### config.mk
export PLATFORM = sky130hd
export DESIGN_NAME = dummy_scan_scheduler
export DESIGN_NICKNAME = d
export VERILOG_FILES = /design/src/rtl/dummy_scan_scheduler.sv
export SDC_FILE = /design/constraint.sdc
export NUM_CORES = 1
export LEC_CHECK = 0
export CAP_MARGIN = 0
export CORE_UTILIZATION = 59
export DETAILED_ROUTE_END_ITERATION = 6
export PLACE_DENSITY = 0.82
export SETUP_SLACK_MARGIN = 0.3
export SLEW_MARGIN = 20
export SYNTH_ARGS = -nofsm -noshare
export SYNTH_HDL_FRONTEND = slang
export SYNTH_SLANG_ARGS = --single-unit
### constraint.sdc
create_clock -name clk -period 6.65 [get_ports clk]
set_clock_uncertainty 0.05 [all_clocks]
set_input_delay 0.665 -clock clk [delete_from_list [all_inputs] [get_ports clk]]
set_output_delay 0.665 -clock clk [all_outputs]
set_load 0.01 [all_outputs]
### src/rtl/dummy_scan_scheduler.sv
// rtl/dummy_scan_scheduler.sv - schedules dummy scans and arbitrates the row driver against frame readout
// Periodic and manual requests queue one pending scan, which fires in the first idle readout window.
module dummy_scan_scheduler #(
  parameter int unsigned TICK_CYCLES    = 100_000_000,
  parameter int unsigned MIN_PERIOD     = 30,
  parameter int unsigned MAX_DEFER      = 4,
  parameter int unsigned TIMEOUT_CYCLES = 4096
) (
  input  logic        clk,
  input  logic        rst_n,
  input  logic        cfg_enable,
  input  logic [15:0] cfg_period,
  input  logic        sw_request,
  input  logic        frame_start_req,
  input  logic        frame_busy,
  output logic        frame_grant,
  output logic        eng_trigger,
  input  logic        eng_complete,
  output logic        sched_busy,
  output logic        pending,
  output logic [7:0]  missed_count,
  output logic        done_pulse,
  output logic        err_timeout
);

  localparam int TW = (TICK_CYCLES > 1) ? $clog2(TICK_CYCLES) : 1;
  localparam int DW = $clog2(MAX_DEFER + 1);
  localparam int OW = (TIMEOUT_CYCLES > 1) ? $clog2(TIMEOUT_CYCLES) : 1;

  typedef enum logic [1:0] {IDLE, WAIT_WIN, TRIGGER, RUN} state_e;

  state_e        state_q, state_d;
  logic [TW-1:0] tick_cnt_q, tick_cnt_d;
  logic [15:0]   sec_cnt_q, sec_cnt_d;
  logic [DW-1:0] defer_cnt_q, defer_cnt_d;
  logic [OW-1:0] tmo_cnt_q, tmo_cnt_d;
  logic          pending_q, pending_d;
  logic          done_q, done_d;
  logic          err_q, err_d;
  logic [7:0]    missed_q, missed_d;
  logic          tick_wrap, period_ok, period_hit, req, grant_c, busy_c;

  always_comb begin
    tick_wrap  = (tick_cnt_q == TW'(TICK_CYCLES - 1));
    tick_cnt_d = tick_wrap ? '0 : tick_cnt_q + TW'(1);
    period_ok  = cfg_enable && (cfg_period >= 16'(MIN_PERIOD));
    period_hit = period_ok && (sec_cnt_q >= cfg_period);
    sec_cnt_d  = sec_cnt_q;
    if (!period_ok || period_hit) begin
      sec_cnt_d = '0;
    end else if (tick_wrap && (sec_cnt_q != 16'hFFFF)) begin
      sec_cnt_d = sec_cnt_q + 16'd1;
    end
  end

  always_comb begin
    state_d     = state_q;
    defer_cnt_d = defer_cnt_q;
    tmo_cnt_d   = tmo_cnt_q;
    pending_d   = pending_q;
    missed_d    = missed_q;
    err_d       = err_q;
    done_d      = 1'b0;
    grant_c     = 1'b0;
    eng_trigger = 1'b0;
    busy_c      = (state_q == TRIGGER) || (state_q == RUN);
    req         = period_hit || sw_request;

    if (sw_request) begin
      err_d = 1'b0;
    end
    // A simultaneous periodic hit and manual request collapse into one request.
    if (req) begin
      if (pending_q || busy_c) begin
        if (missed_q != 8'hFF) missed_d = missed_q + 8'd1;
      end else begin
        pending_d = 1'b1;
      end
    end

    case (state_q)
      IDLE: begin
        grant_c = frame_start_req && !frame_busy;
        if (pending_q) state_d = WAIT_WIN;
      end
      WAIT_WIN: begin
        if (!frame_busy) begin
          if (frame_start_req && (defer_cnt_q < DW'(MAX_DEFER))) begin
            grant_c     = 1'b1;
            defer_cnt_d = defer_cnt_q + DW'(1);
          end else begin
            state_d = TRIGGER;
          end
        end
      end
      TRIGGER: begin
        eng_trigger = 1'b1;
        pending_d   = 1'b0;
        defer_cnt_d = '0;
        tmo_cnt_d   = '0;
        state_d     = RUN;
      end
      RUN: begin
        if (eng_complete) begin
          done_d  = 1'b1;
          state_d = IDLE;
        end else if (tmo_cnt_q == OW'(TIMEOUT_CYCLES - 1)) begin
          err_d   = 1'b1;
          state_d = IDLE;
        end else begin
          tmo_cnt_d = tmo_cnt_q + OW'(1);
        end
      end
      default: state_d = IDLE;
    endcase
  end

  always_ff @(posedge clk) begin
    if (!rst_n) begin
      state_q     <= IDLE;
      tick_cnt_q  <= '0;
      sec_cnt_q   <= '0;
      defer_cnt_q <= '0;
      tmo_cnt_q   <= '0;
      pending_q   <= 1'b0;
      done_q      <= 1'b0;
      err_q       <= 1'b0;
      missed_q    <= '0;
    end else begin
      state_q     <= state_d;
      tick_cnt_q  <= tick_cnt_d;
      sec_cnt_q   <= sec_cnt_d;
      defer_cnt_q <= defer_cnt_d;
      tmo_cnt_q   <= tmo_cnt_d;
      pending_q   <= pending_d;
      done_q      <= done_d;
      err_q       <= err_d;
      missed_q    <= missed_d;
    end
  end

  // Grant is combinational from the request, so hold it low while reset is asserted.
  assign frame_grant  = grant_c && rst_n;
  assign sched_busy   = busy_c;
  assign pending      = pending_q;
  assign missed_count = missed_q;
  assign done_pulse   = done_q;
  assign err_timeout  = err_q;

endmodule

==> metrics.md, run 1 <==
| Metric | Value |
|---|---|
| Die height | approximately 81 µm |
| Hpwl dp | about 5500 µm |
| Leakage power | roughly 1.6 nW |
| Site Rows | 28 |
| Worst r2r src | sec_cnt_q[15]$_SDFFE_PP0P_ |
| CP Class | input port to flop |
| Synth area leaders | dfxtp_1 (39%), ha_1 (8.5%), nor2_1 (6.0%), xor2_1 (5.7%), xnor2_1 (4.8%) |
| CP max FO | 12 |
| Pins Over Slew Limit | 0 |
| Grt ovf | 0 |
| Final ANT Viol Nets | 0 |
| Reg2Reg Depth | 8 |
| Setup Viol. Count Final | 0 |
| Syn_nets | 487 |
| Layout cells sized above 1 | 4.772% |
| Commonest non-fill, non-tap cell in the layout | dfxtp_1 |
| Via count | about 3100 |
| Wire per inst | 13.13 µm |
| Max Root-Sink Buffers | 2 |
| Post-cts sizing count | 0 |
| DR pass1 iterations | 4 |
| Most used DFF post-synth | dfxtp_1 |
| Post-synth cell types | 50 |
| Endpoints failing hold | 0 |
| Arr. time, crit path | between 3000 and 4000 ps |
| RSZ-0062 raised after global routing | false |
| Number of inserted diodes | 0 |
| CTS Sinks | 71 |
| Yosys top cell area share | between 30% and 40% |
| Port bufs | 36 |
| Tot Pwr | roughly 0.91 mW |
| Post-DR vias/cell | approximately 5.6 |
| Most frequent cells in the layout | dfxtp_1 (71), nor2_1 (59), clkdlybuf4s50_1 (36) |
| Root buf cell | clkbuf_8 |
| Combinational fraction of design power | approximately 17% |
| Final Cycle Share | between 40% and 50% |
| DRC errors left | 0 |
| Boundary Pins | 37 |
| CP Launch Point | cfg_period[14] |
| CTS tree | yes |
| Critical Path End | missed_count[5]$_SDFFE_PN0P_ |
| CTS Buf Count | 9 |
| Sw power | about 0.25 mW |
| RePlAce Congestion | between 0.8 and 0.9 |
| Sequential share of the synthesized area | between 30% and 40% |
| Post-synthesis register bit count | 71 |
| Switching share of power | a little over a quarter |
| Max-cap violations | 0 |
| Die area | approximately 6600 µm² |
| Total negative slack | 0 ps |
| # hold bufs at CTS | 0 |
| Required time of the critical path | approximately 6900 ps |
| Ys async rst share | 0% |
| CP endpoint kind | flop |
| Post-CTS Setup Bufs | 0 |
| Max transition margin | around half |
| GRT Util Overall | about a quarter |
| Number of enable-type register cells in the synthesized netlist | 0 |
| First-pass GRT wire length | about 12000 µm |
| Avg Inst Size Synth | between 8 and 9 µm² |
| Share of power burned in registers | 49.8% |
| Startpoint Class | input port |
| Achievable frequency | between 0.3 and 0.4 GHz |
| Worst-Skew Late Latency | 340 ps |
| Synthesis Warnings | 0 |
| Clock power share | roughly a third |
| Mapped Cells | 439 |
| Leading area contributor after synthesis | dfxtp_1 |
| Initial antenna violation count | 0 |
| Die width | 80.94 µm |
| Worst Tran Pin Value | 773.6 ps |
| R2R Setup Slk | 3890 ps |
| Reg-to-reg critical path endpoint | missed_count[5]$_SDFFE_PN0P_ |
| Largest net degree at the start of global routing | 25 |
| Core Region | just under 6000 µm² |
| H-tree depth | 3 |
| Minimum clock period | 3271 ps |
| Cell area power density | 212.2 nW/µm² |
| Layout Nets | about 530 |
| First-iteration detailed-routing DRC count | between 100 and 150 |
| Status | finished, final reports clean |
| Drt total wl | ~7300 µm |
| Initial core utilization | 61.72% |
| P_int | approximately 0.66 mW |
| Worst min-delay path category | flop to flop |
| Post-Syn Area | about 3700 µm² |
| Vias in the first global route | a little under 3000 |
| Clock transition at path regs | about 70 ps |
| Area delta synth->final | 16.10% |
| Maximum vdd ir drop | 0.0001715 V |
[kinds of logic (layout without fill, tap and decap cells)]
family,count (synthesis),count (layout),synth area share [%]
AND/OR/NAND/NOR,202,202,27.43
flip-flops,71,71,38.67
AO/OA/AOI/OAI,61,61,10.86
XOR/XNOR,44,44,10.48
buffers and inverters,35,78,3.778
adder cells (fa/ha/maj),25,25,8.509
multiplexers,1,1,0.2723
[routing by layer]
layer / up-vias / wire, µm / global-route usage [%]
met1: 1443 / 3415 / 29.00
li1: 1607 / - / -
met5: - / 0 / 0
met2: 52 / 3511 / 41.68
met4: 0 / 148 / 8.929
met3: 15 / 238 / 6.742
[cells in the mapped netlist, types with 2 or more instances]
master     count
o21ai_1        7
nor2b_1        4
or3_1          9
a2111oi_0      2
and3_1        16
or4_1          2
nand2_1       34
a211oi_1       2
o21ai_0        7
a21oi_1       23
clkbuf_1       6
nand3_1       31
ha_1          25
nor3_1        13
o31ai_1        3
inv_1         27
or2_2          2
nand4_1       10
nand2b_1       5
nor2_1        59
xor2_1        24
o211a_1        2
o21a_1         2
dfxtp_1       71
nor4_1         5
and2_1         5
xnor2_1       20
[critical path, cell delays in order]
cell and delay [ps]:
clkdlybuf4s50_1 480, inv_1 60, ha_1 310, nand4_2 150, nor3_2 290, or4b_4 530
a31oi_4 240, o21ai_2 180, or4_1 430, a21oi_1 150
[how the worst min path moves through the flow]
stage / cells after the start / slack [ps] / startpoint / end
CTS: 1 / 410 / tick_cnt_q[0]$_SDFF_PP0_ / tick_cnt_q[0]$_SDFF_PP0_
global route: 1 / 440 / tick_cnt_q[0]$_SDFF_PP0_ / tick_cnt_q[0]$_SDFF_PP0_
finish: 1 / 410 / tick_cnt_q[0]$_SDFF_PP0_ / tick_cnt_q[0]$_SDFF_PP0_
detailed placement: 1 / 390 / tick_cnt_q[0]$_SDFF_PP0_ / tick_cnt_q[0]$_SDFF_PP0_
global placement: 1 / 380 / tick_cnt_q[0]$_SDFF_PP0_ / tick_cnt_q[0]$_SDFF_PP0_
floorplan: 1 / 360 / tick_cnt_q[0]$_SDFF_PP0_ / tick_cnt_q[0]$_SDFF_PP0_
[cell type report]
class,instances,area [µm²]
Clock inverter,3,20.02
Clock buffer,11,151.4
Fill cell,472,1688
Inverter,28,105.1
Timing Repair Buffer,36,360.3
Multi-Input combinational cell,333,2116
Sequential cell,71,1421
Tap cell,75,93.84
[stage by stage]
| step | utilization, % | instances | setup WS (ps) | hold slack, ps | cell area, µm² |
|---|---|---|---|---|---|
| 2_1_floorplan | - | 439 | 3883 | 363.0 | 3676 |
| 3_3_place_gp | 68.78 | 543 | 3156 | 381.8 | 4096 |
| 3_5_place_dp | 68.78 | 543 | 3075 | 392.6 | 4096 |
| 4_1_cts | 71.66 | 557 | 3414 | 414.4 | 4268 |
| 5_1_grt | 71.66 | 557 | 3265 | 443.9 | 4268 |
| 6_report | 71.66 | 557 | 3379 | 409.2 | 4268 |
[state kept, by name, summed over array words and instances (netlist names)]
register      cells
tick_cnt_q       27
sec_cnt_q        16
tmo_cnt_q        12
missed_count      8
defer_cnt_q       3
state_q           2
done_pulse        1
err_timeout       1
pending           1
[power groups by stage]
stage,registers (mW),clock network (mW),logic [mW]
CTS,0.451,0.308,0.156
finish,0.451,0.300,0.155
floorplan,0.460,0,0.100
global placement,0.460,0,0.151
global route,0.453,0.325,0.174
detailed placement,0.460,0,0.155
Note: power is estimated with default switching activity, not from simulation.
==> inputs of run 2 (changes only) <==
- CORE_UTILIZATION: 59 -> 57
- PLACE_DENSITY: 0.82 -> 0.8
- clock period: 6.65 -> 3.05 ns (I/O delays scaled with it)
==> run 2 against run 1 <==
Against the previous run:
- global-route usage up 0.36 points
- non-clock buffer count increased by 6
- critical endpoint is now missed_count[7]$_SDFFE_PN0P_
- sequential power is 120% higher
- wire length is 3.1% higher
==> metrics.md, run 2 (synthesis gave the netlist of run 1 again) <==
| Metric | Value |
|---|---|
| Max incr delay on CP | 510 ps (-20 ps) |
| Maximum vdd ir drop | 0.0003963 V (+130%) |
| Largest registers | tick_cnt_q: 27 flops, sec_cnt_q: 16 flops, tmo_cnt_q: 12 flops |
| Grt ovf | 0 (unchanged) |
| Setup Viol. Count Final | 0 (unchanged) |
| CP Cell Sequence | clkdlybuf4s50_1 -> inv_1 -> ha_1 -> nand4_2 -> nor3_4 -> or4b_4 -> a31oi_4 -> o21ai_4 -> or4_1 -> a21oi_1 |
| CP Launch Point | cfg_period[14] |
| Leakage power | 1.691 nW (+3.4%) |
| Largest net degree at the start of global routing | 17 (-32%) |
| Arr. time, crit path | 2860 ps (-620 ps) |
| Critical path depth | 10 (unchanged) |
| Final ANT Viol Nets | 0 (unchanged) |
| Wire per inst | 13.35 µm (+1.7%) |
| CTS Sinks | 71 (unchanged) |
| Initial core utilization | 60.65% (-1.1 points) |
| Worst min-delay path category | flop to flop |
| Port bufs | 36 (unchanged) |
| Achievable frequency | approximately 0.38 GHz |
| Max transition margin | 63.41% (+15 points) |
| Critical Path End | missed_count[7]$_SDFFE_PN0P_ |
| Number of inserted diodes | 0 (unchanged) |
| Total negative slack | 0 ps (unchanged) |
| DR pass1 iterations | 4 (unchanged) |
| Layout Nets | 533 (+1.1%) |
| DRC errors left | 0 (unchanged) |
| Filler instances | 469 (-0.64%) |
| Most frequent cells in the layout | dfxtp_1 (71), nor2_1 (59), clkdlybuf4s50_1 (36) |
| Hpwl dp | 5510 µm (+0.98%) |
| Max Root-Sink Buffers | 2 (unchanged) |
| Top reg by flops | tick_cnt_q |
| Clock transition at path regs | 70 ps (about the same) |
| Via count | 3156 (+1.3%) |
| Commonest non-fill, non-tap cell in the layout | dfxtp_1 |
| Cell area after placement | 4141 µm² (+1.1%) |
| Minimum clock period | approximately 2600 ps |
| Initial antenna violation count | 0 (unchanged) |
| Post-CTS Setup Bufs | 0 (unchanged) |
| Post-DR vias/cell | 5.586 (-0.18%) |
| Worst Tran Pin Value | 548.3 ps (-225.3 ps) |
| Required time of the critical path | 3270 ps (-3590 ps) |
| Area delta synth->final | 18.72% |
| Worst-Skew Late Latency | 350 ps (about the same) |
| Crit path max-delay cell type | or4b_4 |
| Drt total wl | 7542 µm (+3.1%) |
| Die width | 82.31 µm (+1.7%) |
| Die area | 6774 µm² (+3.4%) |
| Boundary Pins | 37 (unchanged) |
| Pins Over Slew Limit | 0 (unchanged) |
| Cell area power density | 477.8 nW/µm² (+130%) |
| Tot Pwr | 2.085 mW (+130%) |
| Worst path bufs/invs | 2 (unchanged) |
| CTS Buf Count | 9 (unchanged) |
| Startpoint Class | input port |
| Worst r2r src | sec_cnt_q[15]$_SDFFE_PP0P_ |
| Max-cap violations | 0 (unchanged) |
| Core Region | 6061 µm² (+1.8%) |
| Endpoints failing hold | 0 (unchanged) |
| CP max FO | 8 (-4) |
| CTS tree | yes |
| Root buf cell | clkbuf_8 |
| Site Rows | 28 (unchanged) |
| H-tree depth | 3 (unchanged) |
| CP endpoint kind | flop |
| RSZ-0062 raised after global routing | true |
| Vias in the first global route | 2981 (+1.8%) |
| Max reg flops | 27 (unchanged) |
| Hold depth | 1 (unchanged) |
| CP Class | input port to flop |
| First-pass GRT wire length | 12630 µm (+1.6%) |
| First-iteration detailed-routing DRC count | 159 (+42%) |
| Post-route cell area | 4364 µm² (+2.3%) |
| GRT Util Overall | 24.73% (+0.36 points) |
| Final Cycle Share | 86.57% |
| Layout cells sized above 1 | 6.939% (+2.2 points) |
| Reg-to-reg critical path endpoint | missed_count[7]$_SDFFE_PN0P_ |
| Largest delay contributor family on the critical path | simple AND/OR/NAND/NOR gates |
| R2R Setup Slk | 530 ps (-3360 ps) |
| Die height | 82.31 µm (+1.7%) |
| Status | finished, final reports clean |
| RePlAce Congestion | 0.8933 (+1.6%) |
| Reg2Reg Depth | 8 (unchanged) |
==> run 2: cell types whose count changed in the layout (fill, tap and decap cells not counted), moves of 2 or more <==
cell	before	now
a21oi_1	23	21
clkinv_2	1	3
a21oi_2	0	2
buf_4	0	6
==> run 2: where the power goes <==
part / total, mW / switching [mW] / internal, mW
clock: 0.749 / 0.354 / 0.395
combinational: 0.353 / 0.190 / 0.163
sequential: 0.983 / 0.0279 / 0.955
total: 2.09 / 0.571 / 1.51
==> run 2: worst min-delay path by stage <==
stage,startpoint,endpoint,slack [ps]
detailed placement,tick_cnt_q[0]$_SDFF_PP0_,tick_cnt_q[0]$_SDFF_PP0_,380
global route,tick_cnt_q[0]$_SDFF_PP0_,tick_cnt_q[0]$_SDFF_PP0_,440
global placement,tick_cnt_q[0]$_SDFF_PP0_,tick_cnt_q[0]$_SDFF_PP0_,370
CTS,tick_cnt_q[0]$_SDFF_PP0_,tick_cnt_q[0]$_SDFF_PP0_,390
finish,tick_cnt_q[0]$_SDFF_PP0_,tick_cnt_q[0]$_SDFF_PP0_,390
floorplan,tick_cnt_q[0]$_SDFF_PP0_,tick_cnt_q[0]$_SDFF_PP0_,360
==> run 2: metrics by stage <==
stage | std cells | hold WS [ps] | utilization [%] | worst slack (ps)
floorplan | 439 | 363.0 | - | 642.7
CTS | 565 | 394.8 | 71.59 | 326.6
global route | 565 | 440.8 | 72.01 | 301.9
global placement | 549 | 370.6 | 68.33 | 35.30
finish | 565 | 390.6 | 72.01 | 409.6
detailed placement | 549 | 382.7 | 68.33 | -30.14
==> run 2: timing repair <==
item | in CTS | in global routing
hold buffers | 0 | 0
resized for setup | 0 | 5
endpoints found under the setup margin | 0 | 5
==> run 2: worst register-to-register path, delay by kind of cell, from the launching register on <==
kind / cells / cell delay (ps)
flops: 1 / 360
simple gates: 4 / 1230
compound gates: 3 / 470
fa+ha+maj: 1 / 340
==> run 2: per-layer routing <==
| metal | global-route usage, % | wire length [µm] | share of wire [%] | vias to the layer above |
|---|---|---|---|---|
| met2 | 43.06 | 3613 | 48 | 61 |
| li1 | - | - | - | 1619 |
| met3 | 8.022 | 273 | 3.6 | 13 |
| met4 | 8.596 | 101 | 1.3 | 0 |
| met1 | 28.25 | 3553 | 47 | 1463 |
| met5 | 0 | 0 | 0 | - |
==> run 2: cell type report <==
type / count / area (µm²) / area share, %
Sequential cell: 71 / 1421 / 32.57
Clock inverter: 6 / 60.06 / 1.376
Clock buffer: 10 / 137.6 / 3.154
Tap cell: 75 / 93.84 / 2.150
Multi-Input combinational cell: 333 / 2141 / 49.05
Timing Repair Buffer: 42 / 405.4 / 9.289
Inverter: 28 / 105.1 / 2.408
